File: config.mk
export PLATFORM = sky130hd
export DESIGN_NAME = fwd_hazard_ctrl_flat
export DESIGN_NICKNAME = d
export VERILOG_FILES = /design/src/rtl/fwd_hazard_ctrl_if.sv /design/src/rtl/fwd_hazard_ctrl.sv /design/src/flat_wrapper.sv
export SDC_FILE = /design/constraint.sdc
export NUM_CORES = 1
export LEC_CHECK = 0
export ABC_AREA = 1
export ABC_CLOCK_PERIOD_IN_PS = 1850
export CORE_ASPECT_RATIO = 1.75
export CORE_UTILIZATION = 40
export DETAILED_ROUTE_END_ITERATION = 7
export PLACE_DENSITY_LB_ADDON = 0.3
export SYNTH_ARGS = -nofsm -noshare
export SYNTH_HDL_FRONTEND = slang
export SYNTH_SLANG_ARGS = --single-unit
export TNS_END_PERCENT = 10
File: constraint.sdc
create_clock -name clk -period 1.85 [get_ports clk]
set_input_delay 0.37 -clock clk [delete_from_list [all_inputs] [get_ports clk]]
set_output_delay 0.37 -clock clk [all_outputs]
set_load 0.01 [all_outputs]
File: src/rtl/fwd_hazard_ctrl_if.sv
// ID-stage instruction fields into the forwarding/hazard controller, and the
// operand-select and stall controls back out to the datapath.
//
// ID valid/stall contract: an ID instruction is offered whenever id_valid = 1.
// It is accepted into EX on a rising edge where stall = 0 and flush = 0. While
// stall = 1 the source must hold the same ID fields for the next cycle. A
// flushed instruction is dropped and never re-offered.
interface fwd_hazard_ctrl_if #(
   parameter int RA_W  = 5,
   parameter int CNT_W = 16
);
   logic            id_valid;
   logic [RA_W-1:0] id_rs;
   logic [RA_W-1:0] id_rt;
   logic            id_uses_rs;
   logic            id_uses_rt;
   logic [RA_W-1:0] id_dst;
   logic            id_reg_wr;
   logic            id_is_load;
   logic            flush;
   logic [1:0]      fwd_a_sel;
   logic [1:0]      fwd_b_sel;
   logic            stall;
   logic [CNT_W-1:0] stall_count;

   modport master (
      output id_valid, id_rs, id_rt, id_uses_rs, id_uses_rt,
             id_dst, id_reg_wr, id_is_load, flush,
      input  fwd_a_sel, fwd_b_sel, stall, stall_count
   );

   modport slave (
      input  id_valid, id_rs, id_rt, id_uses_rs, id_uses_rt,
             id_dst, id_reg_wr, id_is_load, flush,
      output fwd_a_sel, fwd_b_sel, stall, stall_count
   );
endinterface

File: src/rtl/fwd_hazard_ctrl.sv
// Forwarding and load-use hazard control for the 5-stage MIPS pipeline.
// Shadow copies of the EX/MEM/WB destination info drive the operand mux
// selects (0 = regfile, 1 = WB data, 2 = EX/MEM ALU result) and a one-cycle
// stall whenever the ID instruction consumes the result of a load in EX.
module fwd_hazard_ctrl #(
   parameter int RA_W  = 5,
   parameter int CNT_W = 16
) (
   input  logic            clk,
   input  logic            rst_n,
   fwd_hazard_ctrl_if.slave bus
);

   // EX shadow stage
   logic            ex_valid;
   logic [RA_W-1:0] ex_rs;
   logic [RA_W-1:0] ex_rt;
   logic            ex_uses_rs;
   logic            ex_uses_rt;
   logic [RA_W-1:0] ex_dst;
   logic            ex_reg_wr;
   logic            ex_is_load;
   // MEM shadow stage
   logic            mem_valid;
   logic [RA_W-1:0] mem_dst;
   logic            mem_reg_wr;
   logic            mem_is_load;
   // WB shadow stage (the load flag is not needed once the data is written back)
   logic            wb_valid;
   logic [RA_W-1:0] wb_dst;
   logic            wb_reg_wr;

   logic [CNT_W-1:0] stall_cnt;
   logic             stall_w;
   logic             mem_wr_ok;
   logic             wb_wr_ok;
   logic [1:0]       sel_a;
   logic [1:0]       sel_b;

   // A stage can supply a forward only if it really writes a non-zero register.
   assign mem_wr_ok = mem_valid & mem_reg_wr & (mem_dst != '0);
   assign wb_wr_ok  = wb_valid & wb_reg_wr & (wb_dst != '0);

   // Load-use detection against the instruction currently in EX; flush overrides it.
   assign stall_w = bus.id_valid & ~bus.flush & ex_valid & ex_is_load & ex_reg_wr &
                    (ex_dst != '0) &
                    ((bus.id_uses_rs & (bus.id_rs == ex_dst)) |
                     (bus.id_uses_rt & (bus.id_rt == ex_dst)));

   // Operand selects for the EX instruction; the younger MEM result beats WB.
   always_comb begin
      sel_a = 2'd0;
      sel_b = 2'd0;
      if (ex_valid && ex_uses_rs) begin
         if (mem_wr_ok && (mem_dst == ex_rs))     sel_a = 2'd2;
         else if (wb_wr_ok && (wb_dst == ex_rs))  sel_a = 2'd1;
      end
      if (ex_valid && ex_uses_rt) begin
         if (mem_wr_ok && (mem_dst == ex_rt))     sel_b = 2'd2;
         else if (wb_wr_ok && (wb_dst == ex_rt))  sel_b = 2'd1;
      end
   end

   assign bus.fwd_a_sel   = sel_a;
   assign bus.fwd_b_sel   = sel_b;
   assign bus.stall       = stall_w;
   assign bus.stall_count = stall_cnt;

   // Advance the shadow pipeline; a stalled or flushed ID slot enters EX as a bubble.
   always_ff @(posedge clk or negedge rst_n) begin
      if (!rst_n) begin
         ex_valid    <= 1'b0;
         ex_rs       <= '0;
         ex_rt       <= '0;
         ex_uses_rs  <= 1'b0;
         ex_uses_rt  <= 1'b0;
         ex_dst      <= '0;
         ex_reg_wr   <= 1'b0;
         ex_is_load  <= 1'b0;
         mem_valid   <= 1'b0;
         mem_dst     <= '0;
         mem_reg_wr  <= 1'b0;
         mem_is_load <= 1'b0;
         wb_valid    <= 1'b0;
         wb_dst      <= '0;
         wb_reg_wr   <= 1'b0;
      end else begin
         wb_valid    <= mem_valid;
         wb_dst      <= mem_dst;
         wb_reg_wr   <= mem_reg_wr;
         mem_valid   <= ex_valid;
         mem_dst     <= ex_dst;
         mem_reg_wr  <= ex_reg_wr;
         mem_is_load <= ex_is_load;
         if (!stall_w && !bus.flush) begin
            ex_valid   <= bus.id_valid;
            ex_rs      <= bus.id_rs;
            ex_rt      <= bus.id_rt;
            ex_uses_rs <= bus.id_uses_rs;
            ex_uses_rt <= bus.id_uses_rt;
            ex_dst     <= bus.id_dst;
            ex_reg_wr  <= bus.id_reg_wr;
            ex_is_load <= bus.id_is_load;
         end else begin
            ex_valid   <= 1'b0;
            ex_rs      <= '0;
            ex_rt      <= '0;
            ex_uses_rs <= 1'b0;
            ex_uses_rt <= 1'b0;
            ex_dst     <= '0;
            ex_reg_wr  <= 1'b0;
            ex_is_load <= 1'b0;
         end
      end
   end

   // Saturating count of stall cycles for performance debug.
   always_ff @(posedge clk or negedge rst_n) begin
      if (!rst_n) begin
         stall_cnt <= '0;
      end else if (stall_w && (stall_cnt != '1)) begin
         stall_cnt <= stall_cnt + {{(CNT_W-1){1'b0}}, 1'b1};
      end
   end

   // Load data is only available at WB; the stall must make a MEM-stage forward
   // of a load impossible.
   a_no_mem_load_fwd : assert property (@(posedge clk) disable iff (!rst_n)
      !(mem_is_load && ((sel_a == 2'd2) || (sel_b == 2'd2))));

endmodule
File: src/flat_wrapper.sv
// flat-port wrapper written by rule: the top's interface ports become plain ports
module fwd_hazard_ctrl_flat 
#(
   parameter int RA_W  = 5,
   parameter int CNT_W = 16
)
  (clk, rst_n, bus_id_valid, bus_id_rs, bus_id_rt, bus_id_uses_rs, bus_id_uses_rt, bus_id_dst, bus_id_reg_wr, bus_id_is_load, bus_flush, bus_fwd_a_sel, bus_fwd_b_sel, bus_stall, bus_stall_count);
  fwd_hazard_ctrl_if #(.RA_W(RA_W), .CNT_W(CNT_W)) bus_i ();
  input  logic clk;
  input  logic rst_n;
  input wire logic [$bits(bus_i.id_valid)-1:0] bus_id_valid;
  input wire logic [$bits(bus_i.id_rs)-1:0] bus_id_rs;
  input wire logic [$bits(bus_i.id_rt)-1:0] bus_id_rt;
  input wire logic [$bits(bus_i.id_uses_rs)-1:0] bus_id_uses_rs;
  input wire logic [$bits(bus_i.id_uses_rt)-1:0] bus_id_uses_rt;
  input wire logic [$bits(bus_i.id_dst)-1:0] bus_id_dst;
  input wire logic [$bits(bus_i.id_reg_wr)-1:0] bus_id_reg_wr;
  input wire logic [$bits(bus_i.id_is_load)-1:0] bus_id_is_load;
  input wire logic [$bits(bus_i.flush)-1:0] bus_flush;
  output wire logic [$bits(bus_i.fwd_a_sel)-1:0] bus_fwd_a_sel;
  output wire logic [$bits(bus_i.fwd_b_sel)-1:0] bus_fwd_b_sel;
  output wire logic [$bits(bus_i.stall)-1:0] bus_stall;
  output wire logic [$bits(bus_i.stall_count)-1:0] bus_stall_count;
  assign bus_i.id_valid = bus_id_valid;
  assign bus_i.id_rs = bus_id_rs;
  assign bus_i.id_rt = bus_id_rt;
  assign bus_i.id_uses_rs = bus_id_uses_rs;
  assign bus_i.id_uses_rt = bus_id_uses_rt;
  assign bus_i.id_dst = bus_id_dst;
  assign bus_i.id_reg_wr = bus_id_reg_wr;
  assign bus_i.id_is_load = bus_id_is_load;
  assign bus_i.flush = bus_flush;
  assign bus_fwd_a_sel = bus_i.fwd_a_sel;
  assign bus_fwd_b_sel = bus_i.fwd_b_sel;
  assign bus_stall = bus_i.stall;
  assign bus_stall_count = bus_i.stall_count;
  fwd_hazard_ctrl #(.RA_W(RA_W), .CNT_W(CNT_W)) u_core (.clk(clk), .rst_n(rst_n), .bus(bus_i));
endmodule
==> key figures <==
Finish
  • # diodes: 0
  • Area delta synth->final: 34.1%
  • Layout cell share with drive strength beyond 1: 20.0%
  • Reg area: 1250 sq um
  • Post-layout util: 56.2%
  • Fillers: 616
  • Fin nets: 439
  • Area of the multi-input gates: 1230 sq um

Worst setup path
  • Crit path DAT: 1.53 ns
  • Critical Path Start Type: flip-flop
  • Max FO, Critical Path: 3
  • Crit Path Class: reg2out
  • R2R setup slack: 0.13 ns
  • Crit end category: output pin
  • Required @ worst endpoint: 1.48 ns

STA
  • Slew @ Worst Pin: 0.295 ns
  • Slew HR: 80.3%
  • Clk_skew: 0.00500 ns
  • RSZ-0062 raised after global routing: true
  • Final Max Tran Viols: 0
  • Final setup fails: 5
  • Final min period: 1.90 ns
  • F_max: 526 MHz
  • Setup_tns: -0.163 ns
  • Final hold vios: 0
  • Setup ws final: -0.0524 ns
  • Final Cycle Share: 103%

Routing
  • Via count: 2416
  • DR WL/cell: 12.1 um
  • Final routed DRC violation total: 0
  • DRT iter0 DRCs: 80
  • ANT nets after route: 0
  • Via density: 4.88
  • Drt total wl: 6.01 mm
  • Drt pass-1 iters: 4

Yosys
  • Cells after Synth: 336
  • Post-Syn Area: 2630 sq um
  • Number of synthesized register bits: 50
  • Area leader, netlist: dfrtp_1
  • Synth Net Count: 360
  • Synth top area cells: dfrtp_1 (48%), nand2_1 (14%), nor2_1 (7.6%)
  • Netlist cell types: 25
  • Ys Warns: 0
  • Syn_area_per_cell: 7.83 sq um
  • Sequential share of the synthesized area: 47.6%
  • Post-synth top area share: 47.6%

Clock network
  • TritonCTS Buffers: 5
  • Worst-path clk slew: 0.09 ns
  • H-tree levels: 2
  • CTS tree: done
  • CTS Sinks: 50
  • Worst-Skew Late Latency: 0.30 ns
  • Clk buf depth: 2
  • CTS root buf: clkbuf_8

Die
  • Io pins: 44
  • Core ar.: 6280 sq um
  • Die W: 63.3 um
  • Die Ht: 109 um
  • Die area: 6920 sq um
  • Initial Util: 41.9%
  • Rows: 38

Place
  • Final Wtd Congestion: 0.905
  • Detail Placement HPWL: 4.67 mm
  • Port Buffer Count: 43

GRT
  • Largest net degree at the start of global routing: 51
  • Global route overflow: 0
  • All-Layer GR Usage: 19.2%
  • First-pass GRT wire length: 10.0 mm
  • Initial antenna violation count: 0
  • Vias in the first global route: 2361

Flow run
  • Max_cap viols: 0

Power
  • Pwr Density: 583 nW/um^2
  • VDD IR max: 0.431 mV
  • Static leakage: 0.00181 uW

Status
  • Outcome: finished, violations left
  • Failing checks: negative setup slack

Worst hold path
  • Hold Path Class: in2async
critical path, cell delays in order (launching register included):
cell,delay (ns)
dfrtp_1,0.40
buf_4,0.15
xor2_1,0.15
nor2_1,0.15
nand3_2,0.10
nor2_2,0.14
buf_2,0.14
registers in the layout, summed over array words and instances (netlist names):
| register | flops |
|---|---|
| u_core.bus.stall_count | 16 |
| u_core.ex_dst | 5 |
| u_core.ex_is_load | 1 |
| u_core.ex_reg_wr | 1 |
| u_core.ex_rs | 5 |
| u_core.ex_rt | 5 |
| u_core.ex_uses_rs | 1 |
| u_core.ex_uses_rt | 1 |
| u_core.ex_valid | 1 |
| u_core.mem_dst | 5 |
| u_core.mem_reg_wr | 1 |
| u_core.mem_valid | 1 |
| u_core.wb_dst | 5 |
| u_core.wb_reg_wr | 1 |
| u_core.wb_valid | 1 |
power breakdown:
| group | internal [uW] | total (uW) | switching [uW] |
|---|---|---|---|
| registers | 1130 | 1160 | 32.7 |
| clock network | 269 | 628 | 359 |
| logic | 135 | 264 | 130 |
path summary, 6_finish.rpt:
path,start,end,depth (start not counted)
max in group asynchronous,rst_n,u_core.ex_dst[4],2
min,rst_n,u_core.bus.stall_count[6],2
max reg2reg,u_core.ex_dst[1],u_core.bus.stall_count[3],11
min in group clk,u_core.ex_reg_wr,u_core.mem_reg_wr,0
min reg2reg,u_core.ex_reg_wr,u_core.mem_reg_wr,0
max,u_core.mem_dst[3],bus_fwd_b_sel[1],6
cells in the mapped netlist:
| master | n |
|---|---|
| inv_2 | 1 |
| dfrtp_1 | 50 |
| nand3_4 | 2 |
| nor2_4 | 1 |
| nand2_2 | 2 |
| nor2_1 | 53 |
| ha_1 | 1 |
| buf_6 | 1 |
| inv_1 | 41 |
| xnor2_1 | 11 |
| nand2_1 | 100 |
| nor3_1 | 5 |
| nor2_2 | 2 |
| nand4_1 | 24 |
| clkinv_2 | 1 |
| o21bai_1 | 1 |
| xor2_1 | 13 |
| nand3_1 | 17 |
| buf_2 | 2 |
| buf_4 | 3 |
| nor3_2 | 1 |
| or2_2 | 1 |
| nand3_2 | 1 |
| o21ai_0 | 1 |
| a21oi_1 | 1 |
per-stage QoR:
stage	total power [uW]	setup slack, ns	cells	cell area (sq um)	hold WS, ns
2_1_floorplan	1280	0.278	336	2630	0.0744
3_3_place_gp	1420	-0.514	484	3370	0.359
3_5_place_dp	1430	-0.541	484	3370	0.364
4_1_cts	2070	-0.0865	494	3490	0.0606
5_1_grt	2150	-0.149	495	3530	0.0629
6_report	2060	-0.0524	495	3530	0.0403
layer usage:
metal	track usage [%]	vias up	part of all wire, %
met5	0	-	0
met4	14.6	0	6.0
met3	2.82	29	2.9
met2	38.1	70	56
met1	16.9	1106	35
li1	-	1211	-
layout by cell type, fill, tap and decap left out, types with 2 or more instances in the layout:
master / netlist / layout
nor3_1: 5 / 3
nand3_1: 17 / 12
xnor2_1: 11 / 11
dlygate4sd2_1: 0 / 5
dfrtp_1: 50 / 49
nand3_2: 1 / 6
clkbuf_8: 0 / 5
buf_4: 3 / 32
inv_6: 0 / 2
buf_2: 2 / 6
nand3_4: 2 / 2
buf_12: 0 / 3
nand2_1: 100 / 99
nand4_1: 24 / 24
clkdlybuf4s50_1: 0 / 32
xor2_1: 13 / 13
inv_2: 1 / 7
nand2_2: 2 / 3
nor2_1: 53 / 45
inv_1: 41 / 35
nor2_2: 2 / 10
nor3_2: 1 / 3
what timing repair did:
action | CTS | global route
hold buffers | 0 | 0
setup endpoints to repair | 5 | 21
pin swaps | 14 | 5
gates resized for setup | 43 | 8
setup buffers | 3 | 1
layout make-up:
type / instances / area share, %
clock buffers: 5 / 1.95
clock inverters: 2 / 0.497
inverters: 43 / 4.61
multi-input cells: 237 / 34.9
flip-flops and latches: 50 / 35.5
well taps: 80 / 2.84
repair buffers: 78 / 19.7
cells by family (layout without fill, tap and decap cells):
logic type / after synthesis / after routing / share of synthesized area [%]
buffers and inverters: 49 / 128 / 7.85
adders and majority gates: 1 / 1 / 0.476
and+or+nand+nor: 209 / 209 / 35.4
DFF: 50 / 50 / 47.6
AOI/OAI and AO/OA: 3 / 3 / 0.666
xor gates and xnor gates: 24 / 24 / 7.99
Power figures use the tool's default switching activity.
